--- src/rtl/adder_arbiter.sv ---
// Two-requester round-robin arbiter in front of a single 16-bit adder.
// Add takes one adder pass; subtract takes two (a + ~b, then + 1).

module adder_arbiter_add16 (
  input  logic [15:0] a,
  input  logic [15:0] b,
  output logic [15:0] s,
  output logic        cout
);
  localparam int unsigned W = 16;

  assign {cout, s} = (W + 1)'(a) + (W + 1)'(b);
endmodule

module adder_arbiter (
  input  logic        clk,
  input  logic        rst_n,
  input  logic        req0_valid,
  output logic        req0_ready,
  input  logic        req0_op,
  input  logic [15:0] req0_a,
  input  logic [15:0] req0_b,
  input  logic        req1_valid,
  output logic        req1_ready,
  input  logic        req1_op,
  input  logic [15:0] req1_a,
  input  logic [15:0] req1_b,
  output logic        rsp_valid,
  input  logic        rsp_ready,
  output logic        rsp_id,
  output logic [15:0] rsp_sum,
  output logic        rsp_cout
);
  localparam int unsigned W = 16;

  typedef enum logic [1:0] {IDLE, PASS1, PASS2, RESP} state_t;

  state_t         state_q, state_d;
  logic [W-1:0]   a_q, a_d, b_q, b_d, acc_q, acc_d, sum_q, sum_d;
  logic           op_q, op_d, id_q, id_d, c1_q, c1_d, last_q, last_d;
  logic           cout_q, cout_d, rid_q, rid_d, valid_q, valid_d;
  logic           gnt0, gnt1;
  logic [W-1:0]   add_a, add_b, add_s;
  logic           add_co;

  adder_arbiter_add16 u_add (
    .a    (add_a),
    .b    (add_b),
    .s    (add_s),
    .cout (add_co)
  );

  // Round-robin grant; ready is a same-cycle handshake so it stays combinational.
  always_comb begin
    gnt0 = 1'b0;
    gnt1 = 1'b0;
    if (rst_n && state_q == IDLE) begin
      if (req0_valid && req1_valid) begin
        gnt0 = last_q;
        gnt1 = ~last_q;
      end else begin
        gnt0 = req0_valid;
        gnt1 = req1_valid;
      end
    end
  end

  assign req0_ready = gnt0;
  assign req1_ready = gnt1;

  always_comb begin
    state_d = state_q;
    a_d     = a_q;
    b_d     = b_q;
    op_d    = op_q;
    id_d    = id_q;
    acc_d   = acc_q;
    c1_d    = c1_q;
    last_d  = last_q;
    sum_d   = sum_q;
    cout_d  = cout_q;
    rid_d   = rid_q;
    valid_d = valid_q;
    add_a   = a_q;
    add_b   = b_q;
    case (state_q)
      IDLE: begin
        if (gnt0) begin
          a_d     = req0_a;
          b_d     = req0_b;
          op_d    = req0_op;
          id_d    = 1'b0;
          last_d  = 1'b0;
          state_d = PASS1;
        end else if (gnt1) begin
          a_d     = req1_a;
          b_d     = req1_b;
          op_d    = req1_op;
          id_d    = 1'b1;
          last_d  = 1'b1;
          state_d = PASS1;
        end
      end
      PASS1: begin
        add_b = op_q ? ~b_q : b_q;
        acc_d = add_s;
        c1_d  = add_co;
        if (!op_q) begin
          sum_d   = add_s;
          cout_d  = add_co;
          rid_d   = id_q;
          valid_d = 1'b1;
          state_d = RESP;
        end else begin
          state_d = PASS2;
        end
      end
      PASS2: begin
        // Two's-complement +1; at most one of the two passes can carry.
        add_a   = acc_q;
        add_b   = W'(1);
        sum_d   = add_s;
        cout_d  = c1_q | add_co;
        rid_d   = id_q;
        valid_d = 1'b1;
        state_d = RESP;
      end
      RESP: begin
        if (rsp_ready) begin
          valid_d = 1'b0;
          state_d = IDLE;
        end
      end
      default: state_d = IDLE;
    endcase
  end

  always_ff @(posedge clk or negedge rst_n) begin
    if (!rst_n) begin
      state_q <= IDLE;
      a_q     <= '0;
      b_q     <= '0;
      op_q    <= 1'b0;
      id_q    <= 1'b0;
      acc_q   <= '0;
      c1_q    <= 1'b0;
      last_q  <= 1'b1;
      sum_q   <= '0;
      cout_q  <= 1'b0;
      rid_q   <= 1'b0;
      valid_q <= 1'b0;
    end else begin
      state_q <= state_d;
      a_q     <= a_d;
      b_q     <= b_d;
      op_q    <= op_d;
      id_q    <= id_d;
      acc_q   <= acc_d;
      c1_q    <= c1_d;
      last_q  <= last_d;
      sum_q   <= sum_d;
      cout_q  <= cout_d;
      rid_q   <= rid_d;
      valid_q <= valid_d;
    end
  end

  assign rsp_valid = valid_q;
  assign rsp_id    = rid_q;
  assign rsp_sum   = sum_q;
  assign rsp_cout  = cout_q;
endmodule
--- config.mk ---
export PLATFORM = sky130hd
export DESIGN_NAME = adder_arbiter
export DESIGN_NICKNAME = d
export VERILOG_FILES = /design/src/rtl/adder_arbiter.sv
export SDC_FILE = /design/constraint.sdc
export NUM_CORES = 1
export LEC_CHECK = 0
export ABC_CLOCK_PERIOD_IN_PS = 7520
export CORE_MARGIN = 4
export CORE_UTILIZATION = 56
export DETAILED_ROUTE_END_ITERATION = 12
export PLACE_DENSITY_LB_ADDON = 0.25
export SLEW_MARGIN = 5
export SYNTH_ARGS = -nofsm -noshare
export SYNTH_HDL_FRONTEND = slang
export SYNTH_SLANG_ARGS = --single-unit
--- constraint.sdc ---
create_clock -name clk -period 7.52 [get_ports clk]
set_input_delay 1.128 -clock clk [delete_from_list [all_inputs] [get_ports clk]]
set_output_delay 1.128 -clock clk [all_outputs]
set_load 0.01 [all_outputs]
; ---- Word level (Yosys, flattened, before mapping)
; Index checks and enable logic that the tools add are counted.
[word_totals]
register_bits = 73
latch_bits = 0
mem_bits_rw = 0
rom_bits = 0
out_inout_bits = 21
wordCells = 61
n_memories = 0
[classes]
add_sub_neg = 1
n_mul = 0
div = 0
order_cmp = 0
eq_ne = 6
n_shift = 0
mux = 29
bitwise = 3
n_reduce_logical = 10
[ops]
columns = cell, n
row1 = two-way mux 16 bit, 7
row2 = one-hot mux 16 bit (2 select lines), 2
row3 = adder 16 x 16 -> 17 bit, 1
row4 = inverter 16 bit, 1
row5 = two-way mux 1 bit, 13
row6 = one-hot mux 2 bit (4 select lines), 1
row7 = two-way mux 2 bit, 3
row8 = AND reduction 2 bit, 3
row9 = equality test 2 bit (second input constant), 2
row10 = inequality test 2 bit (second input constant), 2
row11 = one-hot mux 1 bit (2 select lines), 2
row12 = nonzero test 2 bit, 2
row13 = inequality test 3 bit (second input constant), 1
row14 = one-hot mux 1 bit (3 select lines), 1
row15 = AND reduction 3 bit, 1
row16 = nonzero test 3 bit, 1
row17 = equality test 2 x 1 -> 1 bit (second input constant), 1
row18 = logical AND 1 bit, 2
row19 = zero test 2 bit, 1
row20 = inverter 1 bit, 1
row21 = bitwise OR 1 bit, 1

; ---- Depth between registers and ports, before layout
[depth]
word_depth = 6
mapped_depth = 13
mapped_depth_nobuf = 12

; ---- Modules after synthesis
; From an unflattened synthesis, not the netlist that was laid out.
[hier_totals]
hier_cells = 421
area_unflattened_um2 = 4629.4
[by_module_without_submodules]
columns = module, n_inst, cells_each, area_per_inst_um2
row1 = adder_arbiter, 1, 318, 3868.7
row2 = adder_arbiter_add16, 1, 103, 760.7

; ---- Least setup slack after synthesis
; Ideal clock, no wire load.
[synth_timing]
path_type = register to register
from = reg state_q[1]
to = reg acc_q[14]
arrival_ns = 3.254
t_required_ns = 7.389
setup_slack_ns = 4.134
stages_incl_launch_ff = 14
cell_sequence = dfrtp_1 inv_1 ha_1 clkbuf_1 inv_1 clkbuf_1 o21ai_0 ha_1 fa_1 a21o_1 a221oi_2 nor3_2 o211a_1 or3_1
[synth_via]
elab_chain_cells = 3
elab_cells_between_ends = 5
classes_between = 1 x add/sub / 2 x eq/ne / 2 x mux
[synth_rtl]
columns = element, line_no
row1 = start: declaration, 38  ; state_t state_q, state_d;
row2 = start signal: assignment, 153  ; state_q <= state_d;
row3 = equality test 2 bit / equality test 2 x 1 -> 1 bit (equally long branches), 86  ; case (state_q)
row4 = one-hot mux 16 bit (2 select lines) / two-way mux 16 bit (equally long branches), 86
row5 = adder 16 x 16 -> 17 bit, 12  ; assign {cout, s} = (W + 1)'(a) + (W + 1)'(b);
row6 = end signal: assignment, 145  ; acc_q <= '0;
row7 = end signal: assignment, 158  ; acc_q <= acc_d;
row8 = end: declaration, 39  ; logic [W-1:0] a_q, a_d, b_q, b_d, acc_q, acc_d, sum_q, sum_d;
; Several ways; a longest one is shown, not always the timed one.
; A chain may end at the register's enable or synchronous reset.

; ---- Worst setup path in the final report
[layout_timing]
from = in rst_n
to = out req1_ready
[layout_via]
elab_chain_cells = 2
[layout_rtl]
columns = element, line_no
row1 = start: declaration, 17  ; input logic rst_n,
row2 = logical AND 1 bit, 57  ; if (rst_n && state_q == IDLE) begin
row3 = two-way mux 1 bit, 57
row4 = end: declaration, 24  ; output logic req1_ready,
; Every way passes these cells.

==> results.json <==
{
  "cap_violations": 0,
  "clk_latency_ps": 360,
  "rsz0062_at_grt": "no",
  "multi_input_area_sq_mm": 0.00239,
  "antenna_found_initial": 0,
  "synth_common_cells": "nand2_1 (108), dfrtp_1 (72), nor2_1 (60)",
  "arrival_ps": 3760,
  "critPathMaxFanout": 75,
  "clock_skew_ps": 13.1,
  "cts_sinks": 73,
  "async_flop_share_pct": 100,
  "post_cts.repair.setup_buffers": 0,
  "cts_tree": "done",
  "area_growth_pct": 28.2,
  "cts_resized": 0,
  "cts_buffer_depth": 2,
  "setup_tns_ps": 0,
  "clockRootBuffer": "clkbuf_8",
  "ant_nets": 0,
  "final_max_slew_viol_count": 0,
  "drive_above_1_share_pct": 10.0,
  "tightest_slew_ps": 935,
  "syn_area_sq_mm": 0.00433,
  "cts-buffers-inserted": 9,
  "dr_total_vias": 3799,
  "synth_top_flop_cell": "dfrtp_1",
  "fillCellCount": 538,
  "setup_viol": 0,
  "place_area_sq_mm": 0.00532,
  "finalInstanceArea_sq_mm": 0.00555,
  "overflow": 0,
  "r2r_slack_ps": 3400,
  "grt_pass1_wl_mm": 17.1,
  "post_drt_wl_per_cell_microns": 15.2,
  "crit_required_ps": 6390,
  "die_h_microns": 95.9,
  "rows": 31,
  "synth_top_area_cell": "dfrtp_1",
  "start_util_pct": 58.7,
  "finalCritPeriodShare_pct": 65.0,
  "crit_path_end_kind": "output pin",
  "finalCriticalPeriod_ps": 4890,
  "regArea_sq_mm": 0.00183,
  "nets": 665,
  "timing.fmax_ghz": 0.205,
  "first_iter_violations": 211,
  "synth.top_cell.area_share_pct": 41.6,
  "gp_congestion": 0.928,
  "clk_pin_slew_worst_paths_ps": 80,
  "yosys_warnings": 0,
  "status": "complete, no violations",
  "dieArea_sq_mm": 0.00920,
  "coreArea_sq_mm": 0.00737,
  "synth-seq-area-share_pct": 42.2,
  "holdBufCountCts": 0,
  "grt_max_degree": 76,
  "holdCritPathClass": "flip-flop to flip-flop",
  "netlist_instances": 491,
  "grt_pass1_vias": 3741,
  "drc": 0,
  "synthTopCellsByArea": "dfrtp_1 (42%), nand2_1 (9.4%), mux2_2 (7.5%)",
  "fp.dieW_microns": 95.9,
  "diodes": 0,
  "synth.distinct_cells": 46,
  "start_kind": "primary input",
  "yosys_register_bits": 73,
  "portBuffers": 91,
  "grtUsageTotal_pct": 24.0,
  "drtPass1Iterations": 7,
  "avgSynthCellArea_sq_um": 8.82,
  "routed_wl_mm": 10.3,
  "hold_viol": 0,
  "ioPinCount": 92,
  "detailed_place_hpwl_mm": 7.79,
  "slew_headroom_pct": 37.3,
  "path_class": "primary input to output pin",
  "drt-vias-per-instance": 5.61,
  "synth_edf_count": 0,
  "h-tree-depth": 3,
  "synth_fp_nets": 583,
  "synth.most_common_cell": "nand2_1"
}
[logic make-up after synthesis]
logic type,synth area share (%)
DFF,42.2
buffers and inverters,2.95
and+or+nand+nor,20.0
AOI/OAI and AO/OA,16.4
xor gates and xnor gates,4.45
adders and majority gates,6.24
muxes,7.77
[state kept, by name, indices dropped and copies added, names as in the netlist]
name,flops
a_q,16
acc_q,16
b_q,16
c1_q,1
id_q,1
last_q,1
op_q,1
rsp_cout,1
rsp_id,1
rsp_sum,16
rsp_valid,1
state_q,2
[path summary, 6_finish.rpt]
path                                          end  depth (start not counted)                   start
max in group asynchronous    acc_q[7]$_DFFE_PN0N_                          2                   rst_n
min                        rsp_sum[3]$_DFFE_PN0P_                          2  rsp_sum[3]$_DFFE_PN0P_
min in group asynchronous     a_q[14]$_DFFE_PN0P_                          2                   rst_n
max reg2reg                 acc_q[14]$_DFFE_PN0N_                         10  state_q[1]$_DFFE_PN0P_
max                                    req1_ready                          6                   rst_n
min reg2reg                rsp_sum[3]$_DFFE_PN0P_                          2  rsp_sum[3]$_DFFE_PN0P_
[cell usage in the layout, fill, tap and decap left out, types with 3 or more instances in the layout]
cell type / n
a21boi_0: 3
a21o_1: 5
a21oi_1: 14
a31oi_1: 34
and3_1: 3
buf_4: 5
clkbuf_8: 10
clkdlybuf4s50_1: 90
dfrtp_1: 72
ha_1: 20
inv_1: 8
mux2_2: 29
nand2_1: 108
nand3_1: 5
nand4_1: 5
nor2_1: 60
nor3_1: 7
nor3b_1: 3
o211ai_1: 5
o21a_1: 10
o21ai_0: 12
o31ai_1: 9
or3_1: 6
xnor2_1: 5
xor2_1: 17
[layout make-up]
type / count / share of cell area [%]
Timing Repair Buffer: 96 / 17.0
Clock buffer: 10 / 2.48
Inverter: 9 / 0.609
Clock inverter: 6 / 1.62
Tap cell: 99 / 2.23
Sequential cell: 73 / 32.9
Multi-Input combinational cell: 384 / 43.1
[worst max-delay path: stages]
cell,delay [ps]
buf_2,90
buf_4,400
nand4_1,210
buf_4,340
clkinv_1,830
clkdlybuf4s50_1,730
[through the flow]
stage / hold WS, ps / std cells / utilization, % / setup slack, ps
global placement: 459 / 661 / 72.2 / 2670
floorplan: 439 / 491 / - / 4130
CTS: 480 / 677 / 75.3 / 2600
global route: 513 / 677 / 75.3 / 2320
finish: 475 / 677 / 75.3 / 2630
detailed placement: 462 / 661 / 72.2 / 2600
[per-layer routing]
metal	routed length, microns	GRT usage [%]
met5	0	0
met2	4650	36.7
met3	649	4.85
met4	154	8.06
met1	4840	34.2
Power is left out: the tool's default activity adds up to more than one toggle a clock period on the data nets, which glitch-free logic cannot reach.
